<file path="src/rtl/instr_fetch_unit_pkg.sv">
// Shared constants for the instruction fetch unit: FSM encoding, line geometry
// and the default memory latency.
package instr_fetch_unit_pkg;

  localparam logic [0:0] ST_IDLE = 1'b0;
  localparam logic [0:0] ST_WAIT = 1'b1;

  localparam int LINE_BYTES       = 16;
  localparam int WORD_SEL_LSB     = 2;
  localparam int WORD_SEL_MSB     = 3;
  localparam int TAG_LSB          = 4;
  localparam int DEFAULT_MEM_WAIT = 8;

  typedef logic [WORD_SEL_MSB-WORD_SEL_LSB:0] word_sel_t;

endpackage

</file>
<file path="src/rtl/instr_fetch_unit_line_word_sel.sv">
// Combinational 128->32 word picker; word 0 sits in the most significant
// slice so byte offsets increase toward the LSBs.
module line_word_sel
  import instr_fetch_unit_pkg::*;
(
  input  logic [127:0] line_i,
  input  word_sel_t    sel_i,
  output logic [31:0]  word_o
);

  always_comb begin
    word_o = line_i[127:96];
    case (sel_i)
      2'd0:    word_o = line_i[127:96];
      2'd1:    word_o = line_i[95:64];
      2'd2:    word_o = line_i[63:32];
      default: word_o = line_i[31:0];
    endcase
  end

endmodule

</file>
<file path="src/rtl/instr_fetch_unit.sv">
// Instruction fetch requester: one-entry line buffer in front of a fixed
// latency 128-bit instruction memory, with flush-driven redirects.
module instr_fetch_unit
  import instr_fetch_unit_pkg::*;
#(
  parameter int MEM_WAIT = DEFAULT_MEM_WAIT,
  parameter int ADDR_W   = 32
) (
  input  logic              clk,
  input  logic              rst_n,
  input  logic              fetch_req,
  input  logic [ADDR_W-1:0] fetch_addr,
  input  logic              fetch_flush,
  output logic              fetch_valid,
  output logic [31:0]       fetch_instr,
  output logic              fetch_busy,
  output logic [ADDR_W-1:0] mem_addr,
  input  logic [127:0]      mem_line
);

  localparam int CNT_W = $clog2(MEM_WAIT + 1);
  localparam logic [CNT_W-1:0] CNT_LAST = CNT_W'(MEM_WAIT - 1);

  logic [0:0]              state_q, state_d;
  logic [CNT_W-1:0]        cnt_q, cnt_d;
  logic [127:0]            line_q, line_d;
  logic [ADDR_W-1:TAG_LSB] tag_q, tag_d;
  logic                    line_valid_q, line_valid_d;
  logic                    valid_q, valid_d;
  logic [31:0]             instr_q, instr_d;
  logic                    busy_q, busy_d;
  logic [ADDR_W-1:0]       mem_addr_q, mem_addr_d;

  logic        hit;
  logic [31:0] hit_word;
  logic        unused_addr_bits;

  assign unused_addr_bits = ^fetch_addr[WORD_SEL_LSB-1:0];
  assign hit = line_valid_q && (tag_q == fetch_addr[ADDR_W-1:TAG_LSB]);

  line_word_sel u_word_sel (
    .line_i (line_q),
    .sel_i  (fetch_addr[WORD_SEL_MSB:WORD_SEL_LSB]),
    .word_o (hit_word)
  );

  // mem_line is read only on the capture edge so stray X never reaches line_q.
  always_comb begin
    state_d      = state_q;
    cnt_d        = cnt_q;
    line_d       = line_q;
    tag_d        = tag_q;
    line_valid_d = line_valid_q;
    valid_d      = 1'b0;
    instr_d      = instr_q;
    busy_d       = busy_q;
    mem_addr_d   = mem_addr_q;
    case (state_q)
      ST_IDLE: begin
        if (!fetch_flush && fetch_req) begin
          if (hit) begin
            valid_d = 1'b1;
            instr_d = hit_word;
          end else begin
            mem_addr_d   = {fetch_addr[ADDR_W-1:TAG_LSB], {TAG_LSB{1'b0}}};
            line_valid_d = 1'b0;
            cnt_d        = '0;
            busy_d       = 1'b1;
            state_d      = ST_WAIT;
          end
        end
      end
      ST_WAIT: begin
        // A flush wins over a capture landing on the same edge.
        if (fetch_flush) begin
          busy_d  = 1'b0;
          state_d = ST_IDLE;
        end else if (cnt_q == CNT_LAST) begin
          line_d       = mem_line;
          tag_d        = mem_addr_q[ADDR_W-1:TAG_LSB];
          line_valid_d = 1'b1;
          busy_d       = 1'b0;
          state_d      = ST_IDLE;
        end else begin
          cnt_d = cnt_q + 1'b1;
        end
      end
      default: begin
        state_d = ST_IDLE;
        busy_d  = 1'b0;
      end
    endcase
  end

  always_ff @(posedge clk) begin
    if (!rst_n) begin
      state_q      <= ST_IDLE;
      cnt_q        <= '0;
      line_q       <= '0;
      tag_q        <= '0;
      line_valid_q <= 1'b0;
      valid_q      <= 1'b0;
      instr_q      <= '0;
      busy_q       <= 1'b0;
      mem_addr_q   <= '0;
    end else begin
      state_q      <= state_d;
      cnt_q        <= cnt_d;
      line_q       <= line_d;
      tag_q        <= tag_d;
      line_valid_q <= line_valid_d;
      valid_q      <= valid_d;
      instr_q      <= instr_d;
      busy_q       <= busy_d;
      mem_addr_q   <= mem_addr_d;
    end
  end

  assign fetch_valid = valid_q;
  assign fetch_instr = instr_q;
  assign fetch_busy  = busy_q;
  assign mem_addr    = mem_addr_q;

endmodule

</file>
<file path="config.mk">
export PLATFORM = sky130hd
export DESIGN_NAME = instr_fetch_unit
export DESIGN_NICKNAME = d
export VERILOG_FILES = /design/src/rtl/instr_fetch_unit_pkg.sv /design/src/rtl/instr_fetch_unit_line_word_sel.sv /design/src/rtl/instr_fetch_unit.sv
export SDC_FILE = /design/constraint.sdc
export NUM_CORES = 1
export LEC_CHECK = 0
export ABC_AREA = 1
export BUFFER_PORTS_ARGS = -buffer_cell sky130_fd_sc_hd__buf_2
export CORE_MARGIN = 2
export CORE_UTILIZATION = 48
export DETAILED_ROUTE_END_ITERATION = 12
export PLACE_DENSITY_LB_ADDON = 0.08
export SLEW_MARGIN = 30
export SYNTH_ARGS = -nofsm -noshare
export SYNTH_HDL_FRONTEND = slang
export SYNTH_SLANG_ARGS = --single-unit
</file>
<file path="constraint.sdc">
create_clock -name clk -period 1.35 [get_ports clk]
set_input_delay 0.27 -clock clk [delete_from_list [all_inputs] [get_ports clk]]
set_output_delay 0.27 -clock clk [all_outputs]
set_load 0.02 [all_outputs]
</file>
==> results of run 1 <==
-- flip-flops by register name (all words and copies together), names as in the netlist --
name,count
fetch_instr,32
cnt_q,4
line_valid_q,1
state_q,1
fetch_busy,1
tag_q,28
mem_addr,28
line_q,128
fetch_valid,1
-- through the flow --
stage | cells | power [W] | util, %
3_5_place_dp | 1787 | 0.00802 | 60.0
6_report | 1982 | 0.0153 | 81.0
5_1_grt | 1982 | 0.0158 | 81.0
2_1_floorplan | 1310 | 0.00742 | -
3_3_place_gp | 1787 | 0.00802 | 60.0
4_1_cts | 1930 | 0.0151 | 73.0
-- power breakdown --
| part | internal [W] | total [W] | leakage, nW | switching (W) |
|---|---|---|---|---|
| Combinational | 0.000737 | 0.00162 | 4.35 | 0.000879 |
| Sequential | 0.00667 | 0.00675 | 1.82 | 0.0000738 |
| Clock | 0.00419 | 0.00696 | 0.415 | 0.00277 |
-- critical path: stages, from the launching register on --
cell,delay [ns]
dfxtp_2,0.33
inv_2,0.04
nand2_2,0.07
buf_4,0.10
nand2_1,0.04
inv_1,0.04
nand2_1,0.04
nor2_1,0.09
nand2_1,0.07
nor2_2,0.15
nand2_4,0.11
nor2_4,0.15
nor2_2,0.07
buf_12,0.16
nand2_1,0.07
nand2_1,0.06
-- metal layers --
layer	wire [um]	vias up
li1	-	5038
met1	14700	4931
met5	0	-
met3	2440	118
met2	17000	475
met4	1350	0
-- Yosys cell counts, drive strengths merged --
cell	instances
nor2	308
nand2	249
dfxtp	224
o21ai	192
inv	91
clkbuf	59
a21oi	57
nand4	40
buf	29
o2111ai	24
nand3	17
xnor2	7
a22o	2
nor3	2
a31o	1
conb	1
ha	1
nand3b	1
or2	1
xor2	1
-- cell type report --
type                            count  area (um^2)
Timing Repair inverter              1         16.3
Inverter                           91          375
Antenna cell                        4         10.0
Fill cell                        1203         3570
Clock buffer                       32          692
Multi-Input combinational cell    912         5000
Timing Repair Buffer              446         4190
Tap cell                          260          325
Clock inverter                     12          145
Sequential cell                   224         4500
-- cells in the final DEF (no fill, tap or decap), types with 45 or more instances in the layout --
master	n
a21oi_1	45
buf_2	222
buf_4	65
clkbuf_16	47
dfxtp_1	210
dlygate4sd3_1	68
inv_1	83
nand2_1	238
nor2_1	263
o21ai_1	59
o21ai_2	81
-- worst min-delay path by stage --
stage	to	slack (ns)	startpoint
after global routing	line_q[18]	0.007	mem_line[18]
after floorplan	line_q[100]	0.42	mem_line[100]
final	line_q[25]	0.005	mem_line[25]
after detailed placement	fetch_instr[23]	0.43	fetch_instr[23]
after CTS	line_q[56]	0.00002	mem_line[56]
after global placement	fetch_instr[23]	0.43	fetch_instr[23]
-- cells by family after synthesis --
group / share of synthesized area (%)
AND/OR/NAND/NOR: 26.7
AO/OA/AOI/OAI: 16.0
adder cells (fa/ha/maj): 0.135
buffers and inverters: 8.03
flip-flops: 48.3
other: 0.0404
XOR/XNOR: 0.755
-- timing repair --
| action | in CTS | in global routing |
|---|---|---|
| hold buffers | 66 | 2 |
| buffers inserted | 17 | 16 |
| resized for setup | 109 | 187 |
| endpoints found under the setup margin | 230 | 254 |
| endpoints found under the hold margin | 66 | 2 |
| gates cloned | 18 | 35 |
| pin swaps | 15 | 47 |
==> results.md, run 1 <==
### Die
- 49.3% — initial cell density of the core
- 20500 um^2 — DIE AREA
- 50 — std cell rows
- 143 um — die boundary height
- 143 um — Die W
- 18800 um^2 — Core Region
- 230 — ports placed on the boundary

### Critical path
- register — startpoint types
- 20 — critical path peak fanout
- register — crit end category
- -0.36 ns — flop2flop setup slack
- fetch_instr[5] — Worst setup endpoint
- fetch_instr[5] — worst reg2reg path endpoint
- tag_q[15] — origin of the critical flop-to-flop path
- 2.12 ns — arrival time of data at the critical path endpoint
- 1.75 ns — Worst Path Required
- tag_q[15] — timing startpoint of the critical path
- 15 — worst r2r path cells
- reg -> reg — critical path type

### Clock network
- 3 — number of buffers on the longest clock path
- done — clock tree from TritonCTS
- 25 — number of buffers created by CTS
- 224 — TritonCTS sink count
- 0.07 ns — clock edge transition at the registers on the reported setup and hold paths
- clkbuf_16 — Root Buffer
- 1 — maximum level of the CTS H-tree
- 0.53 ns — clock network latency to the later pin of the worst-skew pair

### Global route
- 37.1% — global routing usage on met1
- 9324 — via count of the first global-routing pass
- 4.02% — global-route track usage on met3
- 0 — leftover overflow at the end of global routing
- 4 — antenna violations before repair
- 48.6% — grt met2 use
- 28.4% — total track usage
- 46.6 mm — first-pass GRT wire length
- met2 — GR peak layer
- 64 — pin count of the biggest net entering global routing

### Drt
- 0 — DRC violation count after routing
- 5.33 — Vias/cell
- 674 — violation count after the first detailed-route iteration
- 35.4 mm — drt total wl
- 17.9 um — post-detailed-route wirelength per cell
- 0 — Final ANT Viol Nets
- 10600 — total number of vias
- 5 — DRT Pass-1 Iters

### Placement
- 0.849 — final estimated routing congestion in global placement
- 18.4 mm — HPWL after detailed placement
- 11300 um^2 — area post-placement
- -0.405 ns — worst setup slack after placement
- 223 — count of buffers inserted at the top-level ports

### Synth
- dfxtp_1 — Yosys top cell by area
- 48.3% — area share of the largest cell type after synthesis
- 28 — distinct cell type count after synthesis
- 224 — number of register bits inferred by synthesis
- 7.10 um^2 — average cell area after synthesis
- 0 — warnings from Yosys
- 9280 um^2 — cell area after synthesis
- 48.3% — share of synthesized area occupied by flip-flops and latches
- dfxtp_1, nor2_1, o21ai_0 — top post-synthesis cells by area
- 1307 — Synth Instances

### Finish
- 64.4% — area growth from synthesis to layout
- 15300 um^2 — finished layout cell area
- 36.4% — proportion of layout cells with a drive suffix above 1
- 1866 — number of nets at the end of the flow

### Power
- 0.00106 V — VDD IR-drop max
- 6.58 nW — Lkg Pwr
- 1000 nW/um^2 — PD cells

### Timing
- yes — RSZ-0062 raised after global routing
- 0 — hold violation count in the final report
- -56.41 ns — aggregate negative setup slack
- 127% — final worst path period share
- 0.0192 ns — skew final
- -0.364 ns — minimum setup slack in the final design
- 1.71 ns — shortest period the worst path allows
- 246 — final count of negative-setup-slack endpoints
- 0 — Max Transition Viols Final
- 583 MHz — FMAX
- 0.00531 ns — Fin Hold WS

### Worst hold path
- in -> reg — hold crit path type
- 3 — count of cells along the worst hold path

### Job
- 0 — max-capacitance violation count

### Run status
- finished with violations — run status
- negative setup slack — failing checks

No activity file was read; power rests on OpenSTA's default activity.
==> inputs of run 2 (changes only) <==
--- a/config.mk
+++ b/config.mk
@@ -7,6 +7,7 @@
 export LEC_CHECK = 0
 export ABC_AREA = 1
 export BUFFER_PORTS_ARGS = -buffer_cell sky130_fd_sc_hd__buf_2
+export CORE_ASPECT_RATIO = 2
 export CORE_MARGIN = 2
 export CORE_UTILIZATION = 48
 export DETAILED_ROUTE_END_ITERATION = 12
==> run 2 against run 1 <==
The flow still finishes with violations (negative setup slack). Register-to-register slack got worse by 0.13 ns. Sequential share of layout area rose by 1.4 points. Worst hold slack improved by 0.013 ns. Non-clock buffer count fell by 61. Clock power down 7.9%. First-iteration DRC count fell by 23%. Critical endpoint is now fetch_instr[25]. Largest cell class unchanged. Largest power group is now sequential cells.
==> results.md, run 2 (synthesized netlist as in run 1, its figures left out) <==
### Drt
- 5.52 — Vias/cell, +3.5%
- 522 — violation count after the first detailed-route iteration, -23%
- 19.8 um — post-detailed-route wirelength per cell, +11%
- 0 — Final ANT Viol Nets, unchanged
- 37.7 mm — drt total wl, +6.5%
- 7 — DRT Pass-1 Iters, +2
- 10500 — total number of vias, -0.28%
- 0 — DRC violation count after routing, unchanged

### Critical path
- -0.49 ns — flop2flop setup slack, -0.13 ns
- 1.74 ns — Worst Path Required, about the same
- fetch_instr[25] — Worst setup endpoint
- 29 — critical path peak fanout, +45%
- register — startpoint types
- tag_q[15] — timing startpoint of the critical path
- fetch_instr[25] — worst reg2reg path endpoint
- register — crit end category
- reg -> reg — critical path type
- tag_q[15] — origin of the critical flop-to-flop path
- 12 — worst r2r path cells, -3
- 2.23 ns — arrival time of data at the critical path endpoint, +0.11 ns

### Placement
- 1802 — DP Cell Count, +0.84%
- -0.508 ns — worst setup slack after placement, -0.102 ns
- 0.921 — final estimated routing congestion in global placement, +8.5%
- 20.8 mm — HPWL after detailed placement, +13%
- 223 — count of buffers inserted at the top-level ports, unchanged

### Power
- 0.000948 V — VDD IR-drop max, -11%
- 46.0% — sequential share of power, +2.0 points
- 1000 nW/um^2 — PD cells, -0.16%
- 10.3% — fraction of power consumed by combinational cells, -0.2 points
- 6.34 nW — Lkg Pwr, -3.6%
- 43.7% — part of the total power dissipated in the clock network, -1.7 points
- 24.3% — Switching Fraction, +0.034 points
- 0.0111 W — internal power component, -4.3%
- 0.00357 W — switching power of the nets, -4.2%

### Timing
- -0.492 ns — minimum setup slack in the final design, -0.128 ns
- 543 MHz — FMAX, -6.9%
- 136% — final worst path period share, +9.5 points
- 0.0141 ns — skew final, -0.00507 ns
- 0 — Max Transition Viols Final, unchanged
- yes — RSZ-0062 raised after global routing
- 0 — hold violation count in the final report, unchanged
- 1.84 ns — shortest period the worst path allows, +0.128 ns
- 236 — final count of negative-setup-slack endpoints, -4.1%
- 0.0184 ns — Fin Hold WS, +0.0131 ns

### Clock network
- 3 — number of buffers on the longest clock path, unchanged
- 1 — maximum level of the CTS H-tree, unchanged
- 224 — TritonCTS sink count, unchanged
- clkbuf_16 — Root Buffer
- 21 — number of buffers created by CTS, -16%
- 0.50 ns — clock network latency to the later pin of the worst-skew pair, -0.03 ns
- done — clock tree from TritonCTS
- 0.07 ns — clock edge transition at the registers on the reported setup and hold paths, about the same

### Global route
- 1 — antenna violations before repair, -3
- 0 — leftover overflow at the end of global routing, unchanged
- 9051 — via count of the first global-routing pass, -2.9%
- 27.6% — total track usage, -0.85 points
- 44.7 mm — first-pass GRT wire length, -4.1%
- 64 — pin count of the biggest net entering global routing, unchanged

### Finish
- line_q — register containing the most flip-flops in the final layout
- nand2_1 — leading cell type in the layout, fill and taps excluded
- nand2_1, buf_2, dfxtp_1, nor2_1, inv_1 — leading cell types in the layout, fill and taps excluded
- 57.6% — area growth from synthesis to layout
- 0 — ant diodes, -4
- 1909 — count of placed standard cells in the final layout, fillers left out, -3.7%
- 128 — flip-flop count of the largest register after layout, unchanged
- 42.2% — proportion of layout cells with a drive suffix above 1, +5.9 points
- 1803 — number of nets at the end of the flow, -3.4%

### Die
- 201 um — die boundary height, +40%
- 19200 um^2 — Core Region, +1.9%
- 72 — std cell rows, +44%
- 230 — ports placed on the boundary, unchanged
- 48.4% — initial cell density of the core, -0.92 points
- 20500 um^2 — DIE AREA, +0.33%
- 102 um — Die W, -28%

### Job
- 0 — max-capacitance violation count, unchanged

### Worst hold path
- in -> reg — hold crit path type
- 3 — count of cells along the worst hold path, unchanged

### Run status
- finished with violations — run status
- negative setup slack — failing checks

run 2: changes by cell type in the layout (fill, tap and decap cells not counted), sizes merged:
cell         before  now
dlygate4sd3      68    9
diode             4    0
inv              91   92
bufinv            3    4
clkinv            9    7
buf             356  349
clkbuf           54   52
run 2: repair_timing:
action	4_1_cts	5_1_grt
hold buffers	9	0
endpoints found under the setup margin	228	236
setup buffers	2	10
endpoints found under the hold margin	9	0
gates resized for setup	48	356
pin swaps	16	115
gates cloned	2	49
run 2: layout make-up:
class | instances | area (um^2)
clock buffer | 25 | 571
clock inverter | 10 | 163
fill | 1448 | 4560
inverter | 91 | 362
multi-input combinational | 912 | 5240
sequential | 224 | 4520
tap | 259 | 324
timing repair buffer | 385 | 3410
timing repair inverter | 3 | 48.8
run 2: routing by layer:
metal	vias up	global-route usage, %	wire length [um]
li1	4906	-	-
met1	5000	29.8	12600
met2	458	51.0	20100
met3	168	3.41	2060
met4	0	13.5	3010
met5	-	0	0
run 2: through the flow:
stage               util (%)  area [um^2]  setup TNS, ns  total power, W
finish                  76.2        14600         -67.65          0.0147
CTS                     64.7        12400         -32.87          0.0144
detailed placement      59.3        11400         -75.52         0.00807
global placement        59.3        11400         -68.23         0.00806
global route            76.2        14600         -81.07          0.0151
floorplan                  -         9480          -2.90         0.00742
run 2: how the worst min path moves through the flow:
stage,from,to
final,mem_line[99],line_q[99]
after detailed placement,fetch_instr[7],fetch_instr[7]
after CTS,mem_line[109],line_q[109]
after global routing,mem_line[101],line_q[101]
after floorplan,mem_line[100],line_q[100]
after global placement,fetch_instr[0],fetch_instr[0]
run 2: worst max-delay path, stage by stage, from the launching register on:
cell      delay [ns]
dfxtp_2         0.33
nand2_2         0.07
buf_4           0.12
nand2_1         0.06
nor2_2          0.16
nand3b_1        0.11
nor2_2          0.16
nand2_2         0.13
nor2_4          0.15
nor2_2          0.06
buf_12          0.17
nand2_1         0.09
nand2_1         0.07
run 2: power by group through the flow:
stage / sequential, W / combinational, W / clock, W
finish: 0.00674 / 0.00151 / 0.00641
global route: 0.00675 / 0.00161 / 0.00670
CTS: 0.00671 / 0.00125 / 0.00646
detailed placement: 0.00686 / 0.00120 / 0
global placement: 0.00686 / 0.00119 / 0
floorplan: 0.00693 / 0.000491 / 0
